`src/rtl/tlb_translate_if.sv`:
```
// Request, cache-stage, page-table-walker and bypass signals of the TLB translate stage.
interface tlb_translate_if #(
  parameter int ADDR_WIDTH = 16,
  parameter int DATA_WIDTH = 16,
  parameter int PAGE_BITS  = 8,
  parameter int REG_BITS   = 3
);
  localparam int PN_W = ADDR_WIDTH - PAGE_BITS;

  logic                  enable_tlblookup;
  logic                  block_previous;
  logic [ADDR_WIDTH-1:0] alu_result;
  logic [DATA_WIDTH-1:0] data_reg;
  logic [1:0]            ldst_enable;
  logic                  word_access_in;
  logic [REG_BITS-1:0]   dest_reg_in;
  logic                  we_in;
  logic [1:0]            bp_in;

  logic [ADDR_WIDTH-1:0] paddr_out;
  logic [DATA_WIDTH-1:0] data_out;
  logic [1:0]            ldst_out;
  logic                  we_out;
  logic [1:0]            bp_out;
  logic [REG_BITS-1:0]   dest_reg_out;
  logic                  word_access_out;
  logic                  tlb_fault_out;

  logic                  ptw_req;
  logic [PN_W-1:0]       ptw_vpn;
  logic                  ptw_ready;
  logic [PN_W-1:0]       ptw_ppn;
  logic                  ptw_fault;

  logic [REG_BITS-1:0]   dest_reg_cache;
  logic [DATA_WIDTH-1:0] cache_result;
  logic [1:0]            bp_cache;
  logic [REG_BITS-1:0]   dest_reg_wb;
  logic [DATA_WIDTH-1:0] wb_result;
  logic [1:0]            bp_wb;

  modport slave (
    input  enable_tlblookup, alu_result, data_reg, ldst_enable, word_access_in,
           dest_reg_in, we_in, bp_in, ptw_ready, ptw_ppn, ptw_fault,
           dest_reg_cache, cache_result, bp_cache, dest_reg_wb, wb_result, bp_wb,
    output block_previous, paddr_out, data_out, ldst_out, we_out, bp_out,
           dest_reg_out, word_access_out, tlb_fault_out, ptw_req, ptw_vpn
  );

  modport master (
    output enable_tlblookup, alu_result, data_reg, ldst_enable, word_access_in,
           dest_reg_in, we_in, bp_in, ptw_ready, ptw_ppn, ptw_fault,
           dest_reg_cache, cache_result, bp_cache, dest_reg_wb, wb_result, bp_wb,
    input  block_previous, paddr_out, data_out, ldst_out, we_out, bp_out,
           dest_reg_out, word_access_out, tlb_fault_out, ptw_req, ptw_vpn
  );
endinterface

```
`src/rtl/tlb_translate_stage.sv`:
```
// Memory-pipeline stage: registers the ALU request, translates it through a fully
// associative TLB with PTW refill, and bypasses store data. TLB_FLUSH_EN adds tlb_flush.
module tlb_translate_stage #(
  parameter int ADDR_WIDTH  = 16,
  parameter int DATA_WIDTH  = 16,
  parameter int PAGE_BITS   = 8,
  parameter int NUM_ENTRIES = 4,
  parameter int REG_BITS    = 3
) (
  input  logic clk,
  input  logic reset,
`ifdef TLB_FLUSH_EN
  input  logic tlb_flush,
`endif
  tlb_translate_if.slave bus
);
  localparam int PN_W  = ADDR_WIDTH - PAGE_BITS;
  localparam int IDX_W = $clog2(NUM_ENTRIES);

  typedef enum logic [1:0] {IDLE, WALK, FAULT} state_t;

  logic [ADDR_WIDTH-1:0] vaddr_q, vaddr_d;
  logic [DATA_WIDTH-1:0] data_q, data_d;
  logic [1:0]            ldst_q, ldst_d;
  logic                  word_q, word_d;
  logic [REG_BITS-1:0]   dest_q, dest_d;
  logic                  we_q, we_d;
  logic [1:0]            bp_q, bp_d;

  logic [NUM_ENTRIES-1:0]           valid_q, valid_d;
  logic [NUM_ENTRIES-1:0][PN_W-1:0] vpn_q, vpn_d;
  logic [NUM_ENTRIES-1:0][PN_W-1:0] ppn_q, ppn_d;
  logic [IDX_W-1:0]                 victim_q, victim_d;
  state_t                           state_q, state_d;
  logic                             flushed_q, flushed_d;

  logic             flush;
  logic [PN_W-1:0]  vpn;
  logic             hit, miss, mem_access, block, load_en;
  logic [IDX_W-1:0] hit_idx;

`ifdef TLB_FLUSH_EN
  assign flush = tlb_flush;
`else
  assign flush = 1'b0;
`endif

  assign vpn = vaddr_q[ADDR_WIDTH-1:PAGE_BITS];

  always_comb begin
    hit     = 1'b0;
    hit_idx = '0;
    for (int i = 0; i < NUM_ENTRIES; i++) begin
      if (!hit && valid_q[i] && vpn_q[i] == vpn) begin
        hit     = 1'b1;
        hit_idx = IDX_W'(i);
      end
    end
  end

  assign mem_access = |ldst_q;
  assign miss       = mem_access && !hit;
  assign block      = (miss && state_q != FAULT) || state_q == WALK;
  assign load_en    = bus.enable_tlblookup && !block;

  // Pipeline register holds its request while stalled or disabled.
  always_comb begin
    vaddr_d = vaddr_q;
    data_d  = data_q;
    ldst_d  = ldst_q;
    word_d  = word_q;
    dest_d  = dest_q;
    we_d    = we_q;
    bp_d    = bp_q;
    if (load_en) begin
      vaddr_d = bus.alu_result;
      data_d  = bus.data_reg;
      ldst_d  = bus.ldst_enable;
      word_d  = bus.word_access_in;
      dest_d  = bus.dest_reg_in;
      we_d    = bus.we_in;
      bp_d    = bus.bp_in;
    end
  end

  // flushed_q remembers a flush seen mid-walk so that walk's result is dropped.
  always_comb begin
    state_d   = state_q;
    valid_d   = valid_q;
    vpn_d     = vpn_q;
    ppn_d     = ppn_q;
    victim_d  = victim_q;
    flushed_d = flushed_q;
    case (state_q)
      IDLE: begin
        flushed_d = 1'b0;
        if (miss) state_d = WALK;
      end
      WALK: begin
        if (flush) flushed_d = 1'b1;
        if (bus.ptw_ready) begin
          flushed_d = 1'b0;
          if (flush || flushed_q) begin
            state_d = IDLE;
          end else if (bus.ptw_fault) begin
            state_d = FAULT;
          end else begin
            state_d           = IDLE;
            valid_d[victim_q] = 1'b1;
            vpn_d[victim_q]   = vpn;
            ppn_d[victim_q]   = bus.ptw_ppn;
            victim_d          = victim_q + IDX_W'(1);
          end
        end
      end
      FAULT:   state_d = IDLE;
      default: state_d = IDLE;
    endcase
    if (flush) begin
      valid_d  = '0;
      victim_d = '0;
    end
  end

  always_ff @(posedge clk) begin
    if (reset) begin
      vaddr_q   <= '0;
      data_q    <= '0;
      ldst_q    <= '0;
      word_q    <= 1'b0;
      dest_q    <= '0;
      we_q      <= 1'b0;
      bp_q      <= '0;
      valid_q   <= '0;
      vpn_q     <= '0;
      ppn_q     <= '0;
      victim_q  <= '0;
      state_q   <= IDLE;
      flushed_q <= 1'b0;
    end else begin
      vaddr_q   <= vaddr_d;
      data_q    <= data_d;
      ldst_q    <= ldst_d;
      word_q    <= word_d;
      dest_q    <= dest_d;
      we_q      <= we_d;
      bp_q      <= bp_d;
      valid_q   <= valid_d;
      vpn_q     <= vpn_d;
      ppn_q     <= ppn_d;
      victim_q  <= victim_d;
      state_q   <= state_d;
      flushed_q <= flushed_d;
    end
  end

  assign bus.block_previous  = block;
  assign bus.ldst_out        = (block || state_q == FAULT) ? 2'b00 : ldst_q;
  assign bus.we_out          = (block || state_q == FAULT) ? 1'b0 : we_q;
  assign bus.bp_out          = block ? 2'b00 : bp_q;
  assign bus.dest_reg_out    = dest_q;
  assign bus.word_access_out = word_q;
  assign bus.tlb_fault_out   = state_q == FAULT;
  assign bus.ptw_req         = state_q == WALK;
  assign bus.ptw_vpn         = (state_q == WALK) ? vpn : '0;
  assign bus.paddr_out       = hit ? {ppn_q[hit_idx], vaddr_q[PAGE_BITS-1:0]} : vaddr_q;

  // Only an outgoing store takes bypassed data; CACHE wins over WB.
  always_comb begin
    bus.data_out = data_q;
    if (bus.ldst_out == 2'b01) begin
      if (dest_q == bus.dest_reg_cache && bus.bp_cache == 2'd2)
        bus.data_out = bus.cache_result;
      else if (dest_q == bus.dest_reg_wb && bus.bp_wb == 2'd2)
        bus.data_out = bus.wb_result;
    end
  end
endmodule

```
`src/flat_wrapper.sv`:
```
// flat-port wrapper written by rule: the top's interface ports become plain ports
module tlb_translate_stage_flat 
#(
  parameter int ADDR_WIDTH  = 16,
  parameter int DATA_WIDTH  = 16,
  parameter int PAGE_BITS   = 8,
  parameter int NUM_ENTRIES = 4,
  parameter int REG_BITS    = 3
)
  (clk, reset, bus_enable_tlblookup, bus_alu_result, bus_data_reg, bus_ldst_enable, bus_word_access_in, bus_dest_reg_in, bus_we_in, bus_bp_in, bus_ptw_ready, bus_ptw_ppn, bus_ptw_fault, bus_dest_reg_cache, bus_cache_result, bus_bp_cache, bus_dest_reg_wb, bus_wb_result, bus_bp_wb, bus_block_previous, bus_paddr_out, bus_data_out, bus_ldst_out, bus_we_out, bus_bp_out, bus_dest_reg_out, bus_word_access_out, bus_tlb_fault_out, bus_ptw_req, bus_ptw_vpn);
  tlb_translate_if #(.ADDR_WIDTH(ADDR_WIDTH), .DATA_WIDTH(DATA_WIDTH), .PAGE_BITS(PAGE_BITS), .REG_BITS(REG_BITS)) bus_i ();
  input  logic clk;
  input  logic reset;
  input wire logic [$bits(bus_i.enable_tlblookup)-1:0] bus_enable_tlblookup;
  input wire logic [$bits(bus_i.alu_result)-1:0] bus_alu_result;
  input wire logic [$bits(bus_i.data_reg)-1:0] bus_data_reg;
  input wire logic [$bits(bus_i.ldst_enable)-1:0] bus_ldst_enable;
  input wire logic [$bits(bus_i.word_access_in)-1:0] bus_word_access_in;
  input wire logic [$bits(bus_i.dest_reg_in)-1:0] bus_dest_reg_in;
  input wire logic [$bits(bus_i.we_in)-1:0] bus_we_in;
  input wire logic [$bits(bus_i.bp_in)-1:0] bus_bp_in;
  input wire logic [$bits(bus_i.ptw_ready)-1:0] bus_ptw_ready;
  input wire logic [$bits(bus_i.ptw_ppn)-1:0] bus_ptw_ppn;
  input wire logic [$bits(bus_i.ptw_fault)-1:0] bus_ptw_fault;
  input wire logic [$bits(bus_i.dest_reg_cache)-1:0] bus_dest_reg_cache;
  input wire logic [$bits(bus_i.cache_result)-1:0] bus_cache_result;
  input wire logic [$bits(bus_i.bp_cache)-1:0] bus_bp_cache;
  input wire logic [$bits(bus_i.dest_reg_wb)-1:0] bus_dest_reg_wb;
  input wire logic [$bits(bus_i.wb_result)-1:0] bus_wb_result;
  input wire logic [$bits(bus_i.bp_wb)-1:0] bus_bp_wb;
  output wire logic [$bits(bus_i.block_previous)-1:0] bus_block_previous;
  output wire logic [$bits(bus_i.paddr_out)-1:0] bus_paddr_out;
  output wire logic [$bits(bus_i.data_out)-1:0] bus_data_out;
  output wire logic [$bits(bus_i.ldst_out)-1:0] bus_ldst_out;
  output wire logic [$bits(bus_i.we_out)-1:0] bus_we_out;
  output wire logic [$bits(bus_i.bp_out)-1:0] bus_bp_out;
  output wire logic [$bits(bus_i.dest_reg_out)-1:0] bus_dest_reg_out;
  output wire logic [$bits(bus_i.word_access_out)-1:0] bus_word_access_out;
  output wire logic [$bits(bus_i.tlb_fault_out)-1:0] bus_tlb_fault_out;
  output wire logic [$bits(bus_i.ptw_req)-1:0] bus_ptw_req;
  output wire logic [$bits(bus_i.ptw_vpn)-1:0] bus_ptw_vpn;
  assign bus_i.enable_tlblookup = bus_enable_tlblookup;
  assign bus_i.alu_result = bus_alu_result;
  assign bus_i.data_reg = bus_data_reg;
  assign bus_i.ldst_enable = bus_ldst_enable;
  assign bus_i.word_access_in = bus_word_access_in;
  assign bus_i.dest_reg_in = bus_dest_reg_in;
  assign bus_i.we_in = bus_we_in;
  assign bus_i.bp_in = bus_bp_in;
  assign bus_i.ptw_ready = bus_ptw_ready;
  assign bus_i.ptw_ppn = bus_ptw_ppn;
  assign bus_i.ptw_fault = bus_ptw_fault;
  assign bus_i.dest_reg_cache = bus_dest_reg_cache;
  assign bus_i.cache_result = bus_cache_result;
  assign bus_i.bp_cache = bus_bp_cache;
  assign bus_i.dest_reg_wb = bus_dest_reg_wb;
  assign bus_i.wb_result = bus_wb_result;
  assign bus_i.bp_wb = bus_bp_wb;
  assign bus_block_previous = bus_i.block_previous;
  assign bus_paddr_out = bus_i.paddr_out;
  assign bus_data_out = bus_i.data_out;
  assign bus_ldst_out = bus_i.ldst_out;
  assign bus_we_out = bus_i.we_out;
  assign bus_bp_out = bus_i.bp_out;
  assign bus_dest_reg_out = bus_i.dest_reg_out;
  assign bus_word_access_out = bus_i.word_access_out;
  assign bus_tlb_fault_out = bus_i.tlb_fault_out;
  assign bus_ptw_req = bus_i.ptw_req;
  assign bus_ptw_vpn = bus_i.ptw_vpn;
  tlb_translate_stage #(.ADDR_WIDTH(ADDR_WIDTH), .DATA_WIDTH(DATA_WIDTH), .PAGE_BITS(PAGE_BITS), .NUM_ENTRIES(NUM_ENTRIES), .REG_BITS(REG_BITS)) u_core (.clk(clk), .reset(reset), .bus(bus_i));
endmodule
```
`config.mk`:
```
export PLATFORM = sky130hd
export DESIGN_NAME = tlb_translate_stage_flat
export DESIGN_NICKNAME = d
export VERILOG_FILES = /design/src/rtl/tlb_translate_if.sv /design/src/rtl/tlb_translate_stage.sv /design/src/flat_wrapper.sv
export SDC_FILE = /design/constraint.sdc
export NUM_CORES = 1
export LEC_CHECK = 0
export CAP_MARGIN = 20
export CORE_ASPECT_RATIO = 2
export CORE_MARGIN = 8
export CORE_UTILIZATION = 50
export CTS_BUF_LIST = sky130_fd_sc_hd__clkbuf_8
export DETAILED_ROUTE_END_ITERATION = 7
export PLACE_DENSITY = 0.87
export SETUP_SLACK_MARGIN = 0.2
export SYNTH_ARGS = -nofsm -noshare
export SYNTH_HDL_FRONTEND = slang
export SYNTH_SLANG_ARGS = --single-unit
```
`constraint.sdc`:
```
create_clock -name clk -period 2.95 [get_ports clk]
set_clock_uncertainty 0.15 [all_clocks]
set_input_delay 0.4425 -clock clk [delete_from_list [all_inputs] [get_ports clk]]
set_output_delay 0.4425 -clock clk [all_outputs]
set_load 0.005 [all_outputs]
```
==> flow_summary.ini <==
[flow_run]
maxCapViolations = 0

[setup_path]
arrival_ns = 2.68
worstSetupPathType = reg2out
end_kind = output port
start_kind = flop
critPathRequiredTime_ns = 2.36
crit_fanout = 7
r2r_setup_slack_ns = 0.20
crit_path_start = u_core.vaddr_q[10]$_SDFFE_PP0P_
reg2reg_from = u_core.vaddr_q[10]$_SDFFE_PP0P_
r2r_end = u_core.vaddr_q[15]$_SDFFE_PP0P_
reg2reg_depth = 11

[pwr]
vdd_ir_drop_max_mv = 0.324
p_sw_share_pct = 29.6
total_power_mw = 4.19
p_clk_share_pct = 36.1
p_comb_share_pct = 24.3
p_int_mw = 2.95
powerDensity_nw_per_um2 = 478
seqPwrFrac_pct = 39.6
power.switching_mw = 1.24
p_leak_nw = 3.35

[placed_design]
port_buffers = 147
dpl.hpwl_um = 13400
gp_congestion = 0.884
dp.cells = 1014

[sta]
setup_viol = 30
worst_pin_slew_ns = 0.770
fmax_ghz = 0.306
maxSlewHeadroom_pct = 48.5
setup_tns_ns = -7.13
setup_ws_ns = -0.323
rsz0062_at_grt = yes
hold_viol = 0
finalCritPeriodShare_pct = 111
finalCriticalPeriod_ns = 3.27
drv_slew = 0

[finish]
drive_above_1_share_pct = 23.5
nFillCells = 708
final_nets = 1006
antenna_cells = 0
layout.cells.non_filler = 1066
area_growth_pct = 43.3

[yosys]
syn_inst = 721
syn_area_um2 = 6110
synth-seq-area-share_pct = 37.0
synth-seq-cells = 113
yosysWarnings = 0
yosys.cell_types.count = 44
syn-num-nets = 821
syn_avg_cell_area_um2 = 8.48

[die]
core_um2 = 12100
num_io_pins = 148
initial_utilization_pct = 50.7
die_area_um2 = 16200
fp.dieW_um = 94.2
num_rows = 57
die-height_um = 172

[grt]
antenna_found_initial = 0
grt-ovfl-total = 0
grt_pass1_vias = 6283
grt_max_degree = 74
grt_pass1_wl_um = 31600
grtUsageTotal_pct = 25.2

[drt]
drt-initial-drc-count = 470
drt_wl_total_um = 22100
num_vias = 6132
first_pass_iters = 6
viasPerCell = 5.75
ant_nets = 0
wire_per_inst_um = 20.8
drc = 0

[hold_path]
hp-start = reset
holdPathEnd = u_core.victim_q[0]$_SDFFE_PP0P_
min_delay_path_depth = 2
hold_path_class = in2reg

[cts]
cts_max_level = 4
clk_pin_slew_worst_paths_ns = 0.08
tritoncts = done
clock_sinks = 113
cts_buffer_depth = 2
postCtsHoldBufs = 0
cts_root_buffer = clkbuf_8
clk_latency_ns = 0.46
cts_inserted_buffers = 17

[run_status]
status = complete, but fails checks
violations = setup timing
cell usage in the layout, fill, tap and decap left out, types with 3 or more instances in the layout:
cell / synthesis / final
buf_8: 0 / 4
clkdlybuf4s50_1: 0 / 116
inv_1: 5 / 5
inv_6: 0 / 3
buf_6: 10 / 21
o22ai_1: 11 / 8
o21ai_1: 11 / 10
o21a_1: 3 / 3
o22ai_2: 0 / 3
nand4_1: 6 / 6
mux2i_1: 58 / 57
nor3b_2: 0 / 6
and2_1: 13 / 13
clkbuf_8: 0 / 18
buf_12: 4 / 8
nor3_2: 1 / 7
a211oi_2: 0 / 3
o21ai_0: 6 / 6
clkinv_4: 0 / 5
mux2_4: 10 / 10
clkinvlp_4: 0 / 3
xor2_1: 11 / 9
nor3_1: 9 / 3
xnor2_1: 22 / 12
dfxtp_1: 113 / 106
nand2_1: 155 / 155
dfxtp_2: 0 / 5
a21oi_1: 65 / 64
xnor2_2: 6 / 10
buf_2: 10 / 19
mux2_2: 6 / 6
xnor2_4: 0 / 6
nand2b_1: 85 / 85
nor2_1: 26 / 26
nand3_1: 6 / 5
buf_4: 10 / 57
ha_1: 4 / 4
registers in the layout (all words and copies together) (netlist names), 2 cells and up:
name and count:
u_core.bp_q 2, u_core.bus.dest_reg_out 3, u_core.data_q 16, u_core.ldst_q 2
u_core.ppn_q 32, u_core.state_q 2, u_core.vaddr_q 16, u_core.valid_q 4
u_core.victim_q 2, u_core.vpn_q 32
kinds of logic (layout without fill, tap and decap cells):
| kind of cell | Yosys count | count (layout) | share of synthesized area, % |
|---|---|---|---|
| flops | 113 | 113 | 37.0 |
| mux | 74 | 74 | 13.1 |
| compound gates | 108 | 108 | 9.89 |
| simple gates | 319 | 319 | 25.9 |
| xor+xnor | 39 | 39 | 6.33 |
| fa+ha+maj | 4 | 4 | 0.819 |
| buf+inv | 64 | 262 | 7.04 |
critical path: stages (launching register included):
cell and delay [ns]:
dfxtp_2 0.34, buf_12 0.15, xnor2_4 0.22, nand3_1 0.15, or3_1 0.41, nand4_4 0.16
o21ai_4 0.08, buf_12 0.17, buf_8 0.14, mux2_4 0.30, buf_6 0.11
worst max path at each step:
stage / to / slack (ns) / cells after the start
after floorplan: bus_data_out[10] / 0.46 / 7
after global placement: bus_data_out[1] / -0.23 / 9
after detailed placement: bus_data_out[4] / -0.28 / 9
after CTS: bus_paddr_out[14] / -0.31 / 11
after global routing: bus_paddr_out[12] / -0.40 / 11
final: bus_data_out[8] / -0.32 / 10
area by class of cell:
| class | instances | area (um2) | share of cell area, % |
|---|---|---|---|
| clock inverters | 14 | 158 | 1.80 |
| inverters | 5 | 18.8 | 0.214 |
| well taps | 147 | 184 | 2.10 |
| multi-input cells | 544 | 3730 | 42.6 |
| clock buffers | 18 | 248 | 2.83 |
| repair buffers | 225 | 2140 | 24.4 |
| flip-flops and latches | 113 | 2280 | 26.0 |
through the flow:
stage / util (%) / hold slack (ns) / setup WS, ns / cell area, um2
after floorplan: - / 0.262 / 0.463 / 6110
final: 72.7 / 0.300 / -0.323 / 8760
after global placement: 65.5 / 0.274 / -0.226 / 7900
after global routing: 72.7 / 0.303 / -0.397 / 8760
after CTS: 71.1 / 0.280 / -0.308 / 8570
after detailed placement: 65.5 / 0.297 / -0.282 / 7900
timing repair:
action,CTS,global route
setup buffers,17,3
cloned,0,0
pin swaps,15,9
gates resized for setup,181,25
endpoints found under the setup margin,31,69
synth_stat cells:
cell type | number | area [um2]
nand4_2 | 1 | 12.5
a31o_2 | 1 | 8.76
o31a_1 | 1 | 8.76
a21oi_1 | 65 | 325
mux2_4 | 10 | 150
o21ai_0 | 6 | 30.0
o21a_1 | 3 | 22.5
dfxtp_1 | 113 | 2260
buf_12 | 4 | 80.1
clkbuf_1 | 25 | 93.8
xor2_1 | 11 | 96.3
o21ai_4 | 1 | 16.3
o22ai_1 | 11 | 68.8
a211oi_1 | 4 | 30.0
xnor2_2 | 6 | 97.6
o311a_1 | 1 | 10.0
buf_6 | 10 | 113
ha_1 | 4 | 50.1
xnor2_1 | 22 | 193
mux2_2 | 6 | 67.6
nor3_1 | 9 | 45.0
mux2i_1 | 58 | 581
nor2_1 | 26 | 97.6
or3_1 | 3 | 18.8
and2_1 | 13 | 81.3
nand4_1 | 6 | 37.5
a31oi_1 | 1 | 6.26
o21ai_1 | 11 | 55.1
or3_4 | 1 | 11.3
a21boi_0 | 2 | 15.0
buf_2 | 10 | 50.1
inv_1 | 5 | 18.8
nor4_2 | 1 | 12.5
nor4b_2 | 1 | 15.0
nand4_4 | 1 | 21.3
or2_2 | 1 | 6.26
o211ai_1 | 1 | 7.51
nand3b_1 | 2 | 15.0
nor3b_1 | 7 | 52.6
nor3_2 | 1 | 10.0
nand2b_1 | 85 | 532
buf_4 | 10 | 75.1
nand3_1 | 6 | 30.0
nand2_1 | 155 | 582
power by group through the flow:
stage               logic [mW]  clock network (mW)  registers (mW)
finish                    1.02                1.51            1.66
global route              1.08                1.59            1.67
global placement         0.889                   0            1.68
floorplan                0.521                   0            1.66
detailed placement       0.907                   0            1.69
CTS                      0.952                1.50            1.65
metal layers:
metal / wire length, um / track usage (%) / up-vias
met5: 0 / 0 / -
met4: 1720 / 19.7 / 0
met3: 1650 / 7.74 / 156
met2: 11500 / 45.4 / 372
met1: 7210 / 22.3 / 2847
li1: - / - / 2757
Power figures use the tool's default switching activity.
